$ cat config.mk
export PLATFORM = sky130hd
export DESIGN_NAME = key_sched_ctrl
export DESIGN_NICKNAME = d
export VERILOG_FILES = /design/src/rtl/key_sched_ctrl.sv
export SDC_FILE = /design/constraint.sdc
export NUM_CORES = 2
export LEC_CHECK = 0
export ABC_AREA = 1
export ABC_CLOCK_PERIOD_IN_PS = 49100
export CORE_MARGIN = 1.5
export CORE_UTILIZATION = 53
export DETAILED_ROUTE_END_ITERATION = 8
export PLACE_DENSITY = 0.76
export SLEW_MARGIN = 10
export SYNTH_ARGS = -nofsm -noshare
export SYNTH_HDL_FRONTEND = slang
export SYNTH_SLANG_ARGS = --single-unit
$ cat constraint.sdc
create_clock -name clk -period 49.1 [get_ports clk]
set_input_delay 4.91 -clock clk [delete_from_list [all_inputs] [get_ports clk]]
set_output_delay 4.91 -clock clk [all_outputs]
set_load 0.005 [all_outputs]
$ cat src/rtl/key_sched_ctrl.sv
// Iterative AES key-schedule controller. One shared round-key generator
// stage is launched once per round; the eleven round keys are kept in a
// local key store that is read through a combinational random-access port.
module key_sched_ctrl #(
    parameter int KEY_L     = 128,
    parameter int NO_ROUNDS = 10,
    parameter int TIMEOUT   = 255
) (
    input  logic             clk,
    input  logic             reset,
    input  logic             key_valid_in,
    input  logic [KEY_L-1:0] cipher_key,
    output logic             key_ready,
    output logic             rkg_valid_in,
    output logic [31:0]      rkg_rcon,
    output logic [KEY_L-1:0] rkg_key_in,
    input  logic [KEY_L-1:0] rkg_key_out,
    input  logic             rkg_valid_out,
    input  logic [3:0]       rd_round,
    output logic [KEY_L-1:0] rd_key,
    output logic             keys_ready,
    output logic             busy,
    output logic             err
);

    localparam int               CNT_W      = $clog2(TIMEOUT + 1);
    localparam logic [3:0]       LAST_ROUND = 4'(NO_ROUNDS);
    localparam logic [CNT_W-1:0] CNT_LAST   = CNT_W'(TIMEOUT - 1);

    typedef enum logic [1:0] {
        S_IDLE,
        S_ISSUE,
        S_WAIT,
        S_DONE
    } state_t;

    state_t             state;
    logic [3:0]         round;
    logic [CNT_W-1:0]   wait_cnt;
    logic [KEY_L-1:0]   slots [0:NO_ROUNDS];

    // Round constant for launch number idx (0-based), placed in the top byte.
    function automatic logic [31:0] rcon_of(input logic [3:0] idx);
        logic [7:0] rc;
        case (idx)
            4'd0:    rc = 8'h01;
            4'd1:    rc = 8'h02;
            4'd2:    rc = 8'h04;
            4'd3:    rc = 8'h08;
            4'd4:    rc = 8'h10;
            4'd5:    rc = 8'h20;
            4'd6:    rc = 8'h40;
            4'd7:    rc = 8'h80;
            4'd8:    rc = 8'h1b;
            4'd9:    rc = 8'h36;
            default: rc = 8'h00;
        endcase
        return {rc, 24'h000000};
    endfunction

    // Expansion FSM: launches the generator, waits for its result, fills the key store.
    // NOTE: all state here uses non-blocking assignments so every register
    // samples the pre-edge values, independent of statement order.
    always_ff @(posedge clk or posedge reset) begin
        if (reset) begin
            state        <= S_IDLE;
            round        <= 4'd0;
            wait_cnt     <= '0;
            key_ready    <= 1'b1;
            keys_ready   <= 1'b0;
            busy         <= 1'b0;
            err          <= 1'b0;
            rkg_valid_in <= 1'b0;
            rkg_rcon     <= 32'h0;
            rkg_key_in   <= '0;
            // NOTE: the store is cleared on reset because stale keys must
            // never be readable after an abort; this makes it flops, not RAM.
            for (int i = 0; i <= NO_ROUNDS; i++) begin
                slots[i] <= '0;
            end
        end else begin
            case (state)
                S_IDLE: begin
                    if (key_valid_in) begin
                        slots[0]     <= cipher_key;
                        round        <= 4'd1;
                        keys_ready   <= 1'b0;
                        err          <= 1'b0;
                        key_ready    <= 1'b0;
                        busy         <= 1'b1;
                        rkg_valid_in <= 1'b1;
                        rkg_key_in   <= cipher_key;
                        rkg_rcon     <= rcon_of(4'd0);
                        state        <= S_ISSUE;
                    end
                end
                S_ISSUE: begin
                    // Strobe lasts one cycle; key and rcon stay put through WAIT.
                    rkg_valid_in <= 1'b0;
                    wait_cnt     <= '0;
                    state        <= S_WAIT;
                end
                S_WAIT: begin
                    if (rkg_valid_out) begin
                        slots[round] <= rkg_key_out;
                        if (round == LAST_ROUND) begin
                            state <= S_DONE;
                        end else begin
                            // Next launch chains from the key just produced.
                            round        <= round + 4'd1;
                            rkg_valid_in <= 1'b1;
                            rkg_key_in   <= rkg_key_out;
                            rkg_rcon     <= rcon_of(round);
                            state        <= S_ISSUE;
                        end
                    end else if (wait_cnt == CNT_LAST) begin
                        // Generator never answered: abandon the schedule.
                        err       <= 1'b1;
                        key_ready <= 1'b1;
                        busy      <= 1'b0;
                        state     <= S_IDLE;
                    end else begin
                        wait_cnt <= wait_cnt + 1'b1;
                    end
                end
                S_DONE: begin
                    keys_ready <= 1'b1;
                    key_ready  <= 1'b1;
                    busy       <= 1'b0;
                    state      <= S_IDLE;
                end
                default: begin
                    state <= S_IDLE;
                end
            endcase
        end
    end

    // Combinational read port; indices past the last round read as zero.
    // NOTE: rd_key gets a default before the conditional so no latch is inferred.
    always_comb begin
        rd_key = '0;
        if (rd_round <= LAST_ROUND) begin
            rd_key = slots[rd_round];
        end
    end

endmodule

==> summary.txt <==
Setup path
  • CP endpoint: rd_key[119]
  • Crit Path Category: in -> out
  • Crit path required time: ~44000 ps
  • Setup crit end kind: output port
  • Crit-path max FO: between 150 and 200
  • R2R Path Start: state[0]
  • CP Launch Type: primary input
  • Reg-to-Reg End: slots[556]
  • Worst setup path start: rd_round[1]
  • R2R depth: 8
  • Arr. time, crit path: 9160 ps
  • R2R setup slack: 44650 ps

Synthesis
  • Syn_area_per_cell: 7.912 um2
  • Register area share after synthesis: 54.44%
  • Top_reg_cell synth: dfrtp_1
  • Distinct cells, synth: 27
  • Mapped Cells: 9081
  • Synthesized flop and latch total: 1563
  • Synth warnings: 0
  • Share of flip-flops with an asynchronous set or reset: 100.0%
  • Synth Cell Area: 71850 um2
  • Post-synth EDFFs: 0

STA
  • Tmin final: around 14000 ps
  • Slew HR: roughly 14%
  • Hold violation total from the final report: 0
  • Final max-slew violation count: 0
  • Endpoints failing setup: 0
  • Slew of the pin with the lowest slew margin: roughly 1300 ps
  • Layout Skew: roughly 21 ps
  • Tcrit/Tclk final: 28.67%
  • Max Fclk: around 0.071 GHz
  • Unrepaired setup endpoints after global routing: false
  • Setup WS post-layout: about 35000 ps
  • Worst-case hold slack: ~470 ps
  • Setup_tns: 0 ps

Routing
  • Avg Vias per Cell: ~5.7
  • DRC Markers: 2
  • Drt pass-1 iters: 8
  • Routed vias: 63800
  • DRT Wirelength: 222.8 mm
  • WL/cell: 20.04 um
  • Antenna viol nets, final: 0
  • Initial drt markers: about 7500

GRT
  • Largest net degree at the start of global routing: approximately 230
  • GRT Util Overall: 32.25%
  • Congestion Overflow GR: 0
  • Initial antenna violation count: 18
  • Vias in the first global route: between 60000 and 70000
  • First-pass GRT wire length: 350.0 mm

Clock network
  • CTS max path bufs: 3
  • Clk_lat worst skew: 810 ps
  • CTS tree: built
  • Clock slew at reported path FFs: 60 ps
  • Root Buffer: clkbuf_16
  • H-tree Lvls: 4
  • TritonCTS Buffers: 164
  • Hold buffer count at CTS: 0
  • Post-CTS Setup Inserts: 0
  • PostCTS Resize Cnt: 0
  • Clk sinks: 1563

Final layout
  • Fill cells: between 10000 and 15000
  • Storage cell area: 39110 um2
  • Area Overhead vs Synth: 15.30%
  • Commonest non-fill, non-tap cells in the layout: nand2_1, o21ai_0, dfrtp_1
  • Area of the multi-input gates: 26670 um2
  • Share of cells above drive strength 1: 3.727%
  • Commonest non-fill, non-tap cell in the layout: nand2_1
  • Net count, final: 9482

Placed design
  • GP Congestion: about 0.85
  • Place WS: 35140 ps
  • Number of buffers added on ports: around 530
  • Hpwl dp: between 100 and 150 mm

Die
  • Die width: 371.2 um
  • Io pins: 557
  • Cell Rows: 134
  • Die height: 371.2 um
  • Total die area: around 140000 um2
  • CORE AREA: 134000 um2
  • Initial Util: between 50% and 60%

Power
  • Power per cell area: 49.42 nW/um2
  • Lkg Pwr: ~40 nW
  • Sequential power share: between 40% and 50%
  • Combinational Power Share: 24.9%
  • Clock group share of total power: 30.5%
  • Switching power: 1.354 mW
  • Max VDD drop: 0.03109 mV
  • Internal power: 2.740 mW
  • Sw frac: 33.07%

Worst hold path
  • Hold/Removal Path Class: reg -> reg

Run
  • Max-cap violations: 0

Run status
  • Failing checks: design-rule violations
  • Status: finished with violations
-- sequential cells by signal, summed over array words and instances, names as in the netlist, 2 cells and up --
register / cells
state: 2
rkg_key_in: 128
wait_cnt: 8
slots: 1408
rkg_rcon: 8
round: 4
-- cell usage after synthesis (2+ instances only) --
library cell	count	share of area [%]
o22ai_1	130	1.1
nand2_2	4	0.035
buf_2	190	1.3
nand3b_1	115	1.2
o21ai_1	162	1.1
inv_1	919	4.8
xor2_1	2	0.024
buf_4	33	0.34
nand3_1	533	3.7
nand4_1	130	1.1
nand2_1	3043	16
nor2_2	4	0.035
inv_2	4	0.021
o21ai_0	1648	11
clkbuf_1	378	2.0
dfrtp_1	1562	54
nor2_1	147	0.77
clkbuf_2	12	0.084
nor2_4	2	0.031
nor3_1	3	0.021
ha_1	8	0.14
buf_1	47	0.25
-- metal layers --
| metal | GRT usage, % | share of wire [%] | wire length [um] |
|---|---|---|---|
| met1 | 43.09 | 40 | 90050 |
| met2 | 51.53 | 46 | 103400 |
| met3 | 6.064 | 9.0 | 20080 |
| met4 | 13.98 | 4.1 | 9160 |
| met5 | 0 | 0.054 | 121 |
-- critical path, cell delays in order --
cell and delay, ps:
buf_6 660, inv_8 450, nor2_4 300, buf_12 750, buf_4 870, nand2_1 130, nand4_1 130, nand3_1 130
nand2_1 190, clkdlybuf4s50_1 520
-- final cells by class --
cell class	count	area share [%]
multi-input combinational	5958	32.19
clock buffer	242	5.682
tap	1768	2.670
inverter	923	4.233
sequential	1563	47.21
clock inverter	51	0.8095
antenna	10	0.03021
timing repair buffer	600	7.174
-- power by group through the flow --
stage | clock network, mW | registers, mW | logic (mW)
floorplan | 0 | 1.80 | 0.644
global placement | 0 | 1.82 | 0.977
detailed placement | 0 | 1.83 | 1.01
CTS | 1.26 | 1.82 | 1.02
global route | 1.31 | 1.86 | 1.16
finish | 1.25 | 1.83 | 1.02
-- how the worst min path moves through the flow --
stage,from,endpoint,slack (ps),cells past startpoint
6_report,key_ready,key_ready,470,2
5_1_grt,key_ready,key_ready,490,2
4_1_cts,key_ready,key_ready,470,2
3_5_place_dp,key_ready,key_ready,460,2
3_3_place_gp,slots[368],slots[368],460,2
2_1_floorplan,slots[256],slots[256],450,2
-- stage by stage --
| stage | utilization [%] | power, mW | cells | cell area [um2] |
|---|---|---|---|---|
| after floorplan | - | 2.446 | 9104 | 71940 |
| after global placement | 57.81 | 2.799 | 10810 | 77440 |
| after detailed placement | 57.81 | 2.843 | 10810 | 77440 |
| after CTS | 61.82 | 4.100 | 11110 | 82820 |
| after global routing | 61.84 | 4.332 | 11110 | 82840 |
| final | 61.84 | 4.094 | 11120 | 82850 |
-- cell families after synthesis --
group,count (synthesis),synth area share [%]
AOI/OAI and AO/OA,1943,13.77
xor gates and xnor gates,2,0.02438
adders and majority gates,8,0.1393
buffers and inverters,1583,8.794
DFF,1563,54.44
other,1,0.005219
and+or+nand+nor,3981,22.83
Note: power is estimated with default switching activity, not from simulation.
